===== config.mk =====
export PLATFORM = sky130hd
export DESIGN_NAME = universal_shift_reg
export DESIGN_NICKNAME = d
export VERILOG_FILES = /design/src/rtl/shift_reg_pkg.sv /design/src/rtl/shift_word_cnt.sv /design/src/rtl/universal_shift_reg.sv
export SDC_FILE = /design/constraint.sdc
export NUM_CORES = 1
export LEC_CHECK = 0
export CELL_PAD_IN_SITES_DETAIL_PLACEMENT = 1
export CELL_PAD_IN_SITES_GLOBAL_PLACEMENT = 1
export CORE_ASPECT_RATIO = 0.75
export CORE_MARGIN = 3
export CORE_UTILIZATION = 27
export DETAILED_ROUTE_END_ITERATION = 6
export PLACE_DENSITY = 0.83
export SETUP_SLACK_MARGIN = 0.02
export SKIP_LAST_GASP = 1
export SYNTH_ARGS = -nofsm -noshare
export SYNTH_HDL_FRONTEND = slang
export SYNTH_SLANG_ARGS = --single-unit

===== constraint.sdc =====
create_clock -name clk -period 1.4 [get_ports clk]
set_input_delay 0.14 -clock clk [delete_from_list [all_inputs] [get_ports clk]]
set_output_delay 0.14 -clock clk [all_outputs]
set_load 0.005 [all_outputs]

===== src/rtl/shift_reg_pkg.sv =====
// shift_reg_pkg: mode encodings and decode helpers shared by the shift register and its word counter
package shift_reg_pkg;
    localparam logic [2:0] MODE_HOLD = 3'b000;
    localparam logic [2:0] MODE_SHR  = 3'b001;
    localparam logic [2:0] MODE_SHL  = 3'b010;
    localparam logic [2:0] MODE_ROR  = 3'b011;
    localparam logic [2:0] MODE_ROL  = 3'b100;
    localparam logic [2:0] MODE_LOAD = 3'b101;
    localparam logic [2:0] MODE_SET  = 3'b110;
    localparam logic [2:0] MODE_CLR  = 3'b111;

    function automatic logic is_count(input logic [2:0] m);
        return (m == MODE_SHR) || (m == MODE_SHL);
    endfunction

    function automatic logic is_clear(input logic [2:0] m);
        return (m == MODE_LOAD) || (m == MODE_SET) || (m == MODE_CLR);
    endfunction
endpackage


===== src/rtl/shift_word_cnt.sv =====
// shift_word_cnt: counts serial shifts and pulses o_word_vld for one cycle when a word completes
module shift_word_cnt #(
    parameter int WIDTH    = 8,
    parameter bit NEG_EDGE = 1'b0
) (
    input  logic clk,
    input  logic rst,
    input  logic i_en,
    input  logic i_shift,
    input  logic i_clr,
    output logic o_word_vld
);
    localparam int CW = $clog2(WIDTH);

    logic          w_clk;
    logic          w_last;
    logic [CW-1:0] r_cnt;
    logic          r_word_vld;

    assign w_clk      = clk ^ NEG_EDGE;
    assign w_last     = r_cnt == CW'(WIDTH - 1);
    assign o_word_vld = r_word_vld;

    // explicit wrap keeps non-power-of-two widths correct
    always_ff @(posedge w_clk or negedge rst)
        if (!rst) begin
            r_cnt      <= '0;
            r_word_vld <= 1'b0;
        end else begin
            r_word_vld <= i_en & i_shift & w_last;
            if (i_en & i_clr)
                r_cnt <= '0;
            else if (i_en & i_shift)
                r_cnt <= w_last ? '0 : r_cnt + 1'b1;
        end
endmodule


===== src/rtl/universal_shift_reg.sv =====
// universal_shift_reg: shift/rotate/load register with selectable active clock edge and word-complete flag
module universal_shift_reg
    import shift_reg_pkg::*;
#(
    parameter int WIDTH    = 8,
    parameter bit NEG_EDGE = 1'b0
) (
    input  logic             clk,
    input  logic             rst,
    input  logic             en,
    input  logic [2:0]       mode,
    input  logic             sin,
    input  logic [WIDTH-1:0] d,
    output logic [WIDTH-1:0] q,
    output logic [WIDTH-1:0] qb,
    output logic             sout_r,
    output logic             sout_l,
    output logic             word_vld
);
    logic             w_clk;
    logic [WIDTH-1:0] w_next;
    logic [WIDTH-1:0] r_q;

    assign w_clk  = clk ^ NEG_EDGE;
    assign q      = r_q;
    assign qb     = ~r_q;
    assign sout_r = r_q[0];
    assign sout_l = r_q[WIDTH-1];

    always_comb
        w_next = (mode == MODE_SHR)  ? {sin, r_q[WIDTH-1:1]} :
                 (mode == MODE_SHL)  ? {r_q[WIDTH-2:0], sin} :
                 (mode == MODE_ROR)  ? {r_q[0], r_q[WIDTH-1:1]} :
                 (mode == MODE_ROL)  ? {r_q[WIDTH-2:0], r_q[WIDTH-1]} :
                 (mode == MODE_LOAD) ? d :
                 (mode == MODE_SET)  ? '1 :
                 (mode == MODE_CLR)  ? '0 : r_q;

    always_ff @(posedge w_clk or negedge rst)
        if (!rst)
            r_q <= '0;
        else if (en)
            r_q <= w_next;

    shift_word_cnt #(.WIDTH(WIDTH), .NEG_EDGE(NEG_EDGE)) u_cnt (
        .clk        (clk),
        .rst        (rst),
        .i_en       (en),
        .i_shift    (is_count(mode)),
        .i_clr      (is_clear(mode)),
        .o_word_vld (word_vld)
    );
endmodule


-- After elaboration in Yosys (flattened, before gate mapping)
Cells that the tools add are included.
W data, S select, Z words.
- flip-flop bits (word level): 12
- input port bits: 15
- output and inout port bits: 19
- logic and storage cells: 32
- $add $sub $neg: 1
- equal/unequal tests: 8
- multiplexer cells: 10
- bitwise logic cells: 4
- reductions and logical operators: 6
- operator list (cell ; number):
    $mux W8 ; 7
    $eq A3 B3 Y1 const B ; 5
    $mux W3 ; 3
    $not A8 Y8 ; 1
    $reduce_bool A7 Y1 ; 1
    $eq A3 B2 Y1 const B ; 2
    $add A3 B1 Y3 const B ; 1
    $and A1 B1 Y1 ; 3
    $eq A3 B1 Y1 const B ; 1
    $logic_or A1 B1 Y1 ; 3
    $reduce_and A2 Y1 ; 1
    $reduce_bool A2 Y1 ; 1

-- Logic depth before layout (Yosys ltp)
- word-level depth: 8
- gate-level depth with buffers: 6
- gate-level depth less buffers: 6

-- Cells and area by module
Synthesis repeated with hierarchy kept, for this count alone.
- cells, all modules: 98
- area total of the unflattened synthesis: 828.3 µm²
- by module, submodules not included (module ; instances ; cells an instance ; area an instance (µm²) ; seq. area each (µm²)):
    universal_shift_reg ; 1 ; 84 ; 645.6 ; 200.2
    shift_word_cnt ; 1 ; 14 ; 182.7 ; 100.1

-- Worst setup path before layout
Ideal clock, no wire load.
- kind: register -> register
- start: register u_cnt.r_cnt[0]
- end: register u_cnt.r_cnt[0]
- library setup time: 0.076 ns
- arrival time: 1.297 ns
- required time: 1.324 ns
- slack: 0.027 ns
- stages on the path, launching flop included: 7
- path buffers: 0
- clock period less this slack: 1.373 ns
- cells stage by stage: dfrtp_1 -> ha_1 -> ha_1 -> nor4b_2 -> a21o_1 -> a32oi_1 -> o21ai_1
- word-level cells in the longest chain between the ends: 4
- elaborated cells on any way between the ends: 5
- classes of those cells: add/sub (1); eq/ne (1); mux (3)
- RTL lines (element ; RTL line ; source):
    start: declaration ; shift_word_cnt.sv:17 ; logic [CW-1:0] r_cnt;
    start signal: assignment ; shift_word_cnt.sv:34 ; r_cnt <= w_last ? '0 : r_cnt + 1'b1;
    $add A3 B1 Y3 / $eq A3 B3 Y1 (equally long branches) ; shift_word_cnt.sv:34, shift_word_cnt.sv:21 ;
    $mux W3 * ; shift_word_cnt.sv:34 ;
    $mux W3 * ; shift_word_cnt.sv:33 ; else if (i_en & i_shift)
    $mux W3 * ; shift_word_cnt.sv:31 ; if (i_en & i_clr)
Mark *: on every way between the ends. The rest lies on a longest branch, timed or not. The select of a mux whose other input is x is not followed.
A chain may end at the register's enable or synchronous reset.

-- Worst setup path after layout
- start: register u_cnt.r_cnt[1]
- end: register u_cnt.r_cnt[0]
- word-level cells in the longest chain between the ends: 4
- RTL lines (element ; RTL line ; source):
    $eq A3 B3 Y1 ; shift_word_cnt.sv:21 ; assign w_last = r_cnt == CW'(WIDTH - 1);
    $mux W3 ; shift_word_cnt.sv:34 ;
    $mux W3 ; shift_word_cnt.sv:33 ;
    $mux W3 ; shift_word_cnt.sv:31 ;
No other way between the ends. The select of a mux whose other input is x is not followed.

==> impl_results.rst <==
.. list-table::
   :header-rows: 1

   * - Metric
     - Value
   * - Outcome
     - finished with violations
   * - Violated checks
     - negative setup slack
   * - Largest fanout of any net on the critical path
     - 3
   * - Detailed-placement wirelength estimate
     - roughly 2300 um
   * - Cell accounting for the most synthesized area
     - sky130_fd_sc_hd__dfrtp_1
   * - Global-route wire length before repair
     - between 4000 and 5000 um
   * - Synthesis-stage register bit count
     - 12
   * - Hold/Removal Path Class
     - in -> async
   * - Async set-reset flop share out of synthesis
     - 1.00
   * - Core area
     - 3000 um2
   * - Gpl congestion
     - between 0.7 and 0.8
   * - TritonCTS clock tree
     - done
   * - Power density cells
     - approximately 960 nW/um2
   * - Switching part of the total power
     - 0.322
   * - Share of the yosys chip area belonging to registers
     - 0.350
   * - Clock tree skew after final layout
     - around 4.7 ps
   * - Nature of the critical path startpoint
     - flop
   * - First-pass iteration count of the detailed router
     - 4
   * - Horizontal extent of the die
     - approximately 71 um
   * - Avg Vias per Cell
     - 5.26
   * - Leading register cell type out of synthesis
     - sky130_fd_sc_hd__dfrtp_1
   * - Share of power burned in registers
     - 0.337
   * - Share of the synthesized area in the top cell type
     - 0.350
   * - Detailed-route via count
     - 1026
   * - Sequential cell area in the final layout
     - slightly above 300 um2
   * - Residual DRC count
     - 0
   * - Max-capacitance violation count
     - 0
   * - Number of inserted diodes
     - 0
   * - Crit path time final
     - 1410 ps
   * - CTS H-tree lvls
     - 1
   * - Cell area after synthesis
     - roughly 860 um2
   * - Effective utilization at floorplan
     - 0.286
   * - Capturing element type of the critical path
     - flop
   * - Final worst path period share
     - 1.01
   * - Distinct cell type count of the synthesized netlist
     - 27
   * - Arrival time worst endpoint
     - approximately 1600 ps
   * - Total power draw
     - 0.00137 W
   * - Summed area of non-filler cells in the final layout
     - between 1000 and 1500 um2
   * - Fillers
     - between 300 and 400
   * - Total routed wirelength
     - 3270 um
   * - Number of top-level design ports
     - 34
   * - Count of buffers inserted at the top-level ports
     - 33
   * - Least-Margin Pin Slew
     - 413 ps
   * - Worst-case headroom to the max-slew limit
     - 0.722
   * - Synth Instances
     - slightly above 100
   * - Maximum count of clock buffers along a single path
     - 2
   * - CTS sink count
     - 12
   * - FMAX
     - roughly 0.71 GHz
   * - Detailed router's first-iteration violation count
     - 40
   * - Clock buffers created by TritonCTS
     - 3
   * - Internal power consumption
     - just over 0.0009 W
   * - Count of final hold-check violations
     - 0
   * - Critical Setup Path Class
     - reg -> reg
   * - Pin count of the biggest net entering global routing
     - 13
   * - Antenna-violating nets left
     - 0
   * - Top cells by area in the synthesized netlist
     - sky130_fd_sc_hd__dfrtp_1, sky130_fd_sc_hd__o21ai_0, sky130_fd_sc_hd__buf_6, sky130_fd_sc_hd__o22ai_1, sky130_fd_sc_hd__inv_1
   * - EDFF count, synth
     - 0
   * - Clock share of power
     - 0.244
   * - Average footprint of a synthesized cell
     - about 8.3 um2
   * - Area occupied by multi-input gates
     - ~450 um2
   * - Nets@finish
     - between 150 and 200
   * - Post-synth net total
     - 120
   * - Static leakage power
     - 0.647 nW
   * - Clock tree root driver cell
     - sky130_fd_sc_hd__clkbuf_8
   * - Final Slew Violations
     - 0
   * - Total congestion overflow
     - 0
   * - WL per Instance
     - around 17 um
   * - Number of antenna violations at the first check in global routing
     - 0
   * - Vertical die dimension
     - 54.8 um
   * - GRT Util Overall
     - 0.159
   * - Overall die area
     - slightly below 4000 um2
   * - Num rows
     - 17
   * - Area of placed instances
     - about 1300 um2
   * - Warning count from the yosys run
     - 0
   * - Share of post-route cells with drive strength above 1
     - 0.268
   * - Clk_lat worst skew
     - ~250 ps
   * - Setup repair after global routing missed its margin
     - true
   * - Number of failing setup endpoints in the final timing report
     - 1
   * - Clock-pin slew reported for the worst setup and hold paths after clock tree synthesis
     - approximately 60 ps
   * - Post-route worst setup slack
     - -9.20 ps
   * - Combinational share of power
     - 0.419
   * - Vias in the first global route
     - 990
   * - Power spent charging and discharging nets
     - 0.000441 W
   * - Length in cells of the worst reg-to-reg path
     - 6
   * - Largest voltage drop on the vdd net
     - approximately 0.34 mV
   * - Data required time at the worst endpoint
     - between 1500 and 2000 ps
   * - Layout area overhead
     - 66.2%
[placed cells by master (no fill, tap or decap), types with 3 or more instances in the layout]
| master | count |
|---|---|
| sky130_fd_sc_hd__a211oi_1 | 3 |
| sky130_fd_sc_hd__a21oi_1 | 3 |
| sky130_fd_sc_hd__a221oi_1 | 4 |
| sky130_fd_sc_hd__a31oi_1 | 4 |
| sky130_fd_sc_hd__a32oi_1 | 3 |
| sky130_fd_sc_hd__buf_4 | 28 |
| sky130_fd_sc_hd__clkbuf_8 | 3 |
| sky130_fd_sc_hd__clkdlybuf4s50_1 | 25 |
| sky130_fd_sc_hd__dfrtp_1 | 8 |
| sky130_fd_sc_hd__dfrtp_2 | 4 |
| sky130_fd_sc_hd__dlygate4sd2_1 | 4 |
| sky130_fd_sc_hd__dlymetal6s2s_1 | 4 |
| sky130_fd_sc_hd__inv_1 | 7 |
| sky130_fd_sc_hd__inv_2 | 4 |
| sky130_fd_sc_hd__nand2_1 | 10 |
| sky130_fd_sc_hd__nand2b_1 | 3 |
| sky130_fd_sc_hd__nor2_1 | 8 |
| sky130_fd_sc_hd__o21ai_0 | 10 |
| sky130_fd_sc_hd__o21ai_1 | 3 |
| sky130_fd_sc_hd__o22ai_1 | 7 |
[registers in the layout (all words and copies together) (netlist names)]
signal / flops
q: 8
u_cnt.o_word_vld: 1
u_cnt.r_cnt: 3
[cells by family after synthesis]
family | count (synthesis) | synth area share
flops | 12 | 0.350
simple gates | 25 | 0.140
xor+xnor | 2 | 0.0204
buf+inv | 21 | 0.149
compound gates | 41 | 0.312
fa+ha+maj | 2 | 0.0291
[layout make-up]
class | count | share of cell area
timing repair buffer | 61 | 0.382
multi-input combinational | 70 | 0.312
sequential | 12 | 0.214
tap | 38 | 0.0333
clock buffer | 3 | 0.0289
inverter | 11 | 0.0289
[power by group through the flow]
stage	Combinational [W]	Sequential [W]	Clock, W
2_1_floorplan	0.000204	0.000454	0
3_3_place_gp	0.000454	0.000459	0
3_5_place_dp	0.000479	0.000466	0
4_1_cts	0.000528	0.000459	0.000334
5_1_grt	0.000626	0.000471	0.000348
6_report	0.000574	0.000462	0.000334
[Yosys cell counts (2+ instances only)]
| library cell | instances |
|---|---|
| sky130_fd_sc_hd__a211oi_1 | 3 |
| sky130_fd_sc_hd__a21oi_1 | 3 |
| sky130_fd_sc_hd__a221oi_1 | 4 |
| sky130_fd_sc_hd__a31oi_1 | 4 |
| sky130_fd_sc_hd__a32oi_1 | 3 |
| sky130_fd_sc_hd__buf_2 | 3 |
| sky130_fd_sc_hd__buf_4 | 2 |
| sky130_fd_sc_hd__buf_6 | 5 |
| sky130_fd_sc_hd__dfrtp_1 | 12 |
| sky130_fd_sc_hd__ha_1 | 2 |
| sky130_fd_sc_hd__inv_1 | 11 |
| sky130_fd_sc_hd__nand2_1 | 10 |
| sky130_fd_sc_hd__nand2b_1 | 3 |
| sky130_fd_sc_hd__nor2_1 | 8 |
| sky130_fd_sc_hd__o21ai_0 | 12 |
| sky130_fd_sc_hd__o22ai_1 | 7 |
[per-layer routing]
layer / wire (um) / up-vias / track usage
met2: 1680 / 34 / 0.283
met1: 1390 / 502 / 0.188
met5: 0 / - / 0
li1: - / 481 / -
met4: 78 / 0 / 0.0813
met3: 123 / 9 / 0.0294
[final timing paths]
check,startpoint,to,slack (ps)
min reg2reg,u_cnt.r_cnt[2],u_cnt.r_cnt[2],580
min in group clk,mode[2],u_cnt.r_cnt[2],410
max in group asynchronous,rst,q[7],1030
max reg2reg,u_cnt.r_cnt[1],u_cnt.r_cnt[0],-9
min,rst,q[3],190
max,u_cnt.r_cnt[1],u_cnt.r_cnt[0],-9
[repair_timing]
action | in CTS | in global routing
setup endpoints to repair | 10 | 15
buffers inserted | 8 | 5
hold buffers | 0 | 0
endpoints found under the hold margin | 0 | 0
resized for setup | 14 | 8
pin swaps | 2 | 4
[critical path, stage by stage, from the launching register on]
cell and delay, ps:
sky130_fd_sc_hd__dfrtp_1 410, sky130_fd_sc_hd__ha_2 200, sky130_fd_sc_hd__ha_4 160, sky130_fd_sc_hd__nor4b_2 230, sky130_fd_sc_hd__a21o_1 120, sky130_fd_sc_hd__a32oi_1 50, sky130_fd_sc_hd__o21ai_1 160
[stage by stage]
| stage | cells | setup WS (ps) | utilization | TNS [ps] | hold slack [ps] |
|---|---|---|---|---|---|
| 6_report | 195 | -9.20 | 0.476 | -9.20 | 190 |
| 5_1_grt | 195 | -103 | 0.476 | -258 | 220 |
| 4_1_cts | 190 | -23.8 | 0.455 | -23.8 | 200 |
| 3_5_place_dp | 179 | -350 | 0.421 | -1780 | 463 |
| 3_3_place_gp | 179 | -193 | 0.421 | -895 | 458 |
| 2_1_floorplan | 103 | 26.7 | - | 0 | -156 |
Note: power is estimated with default switching activity, not from simulation.
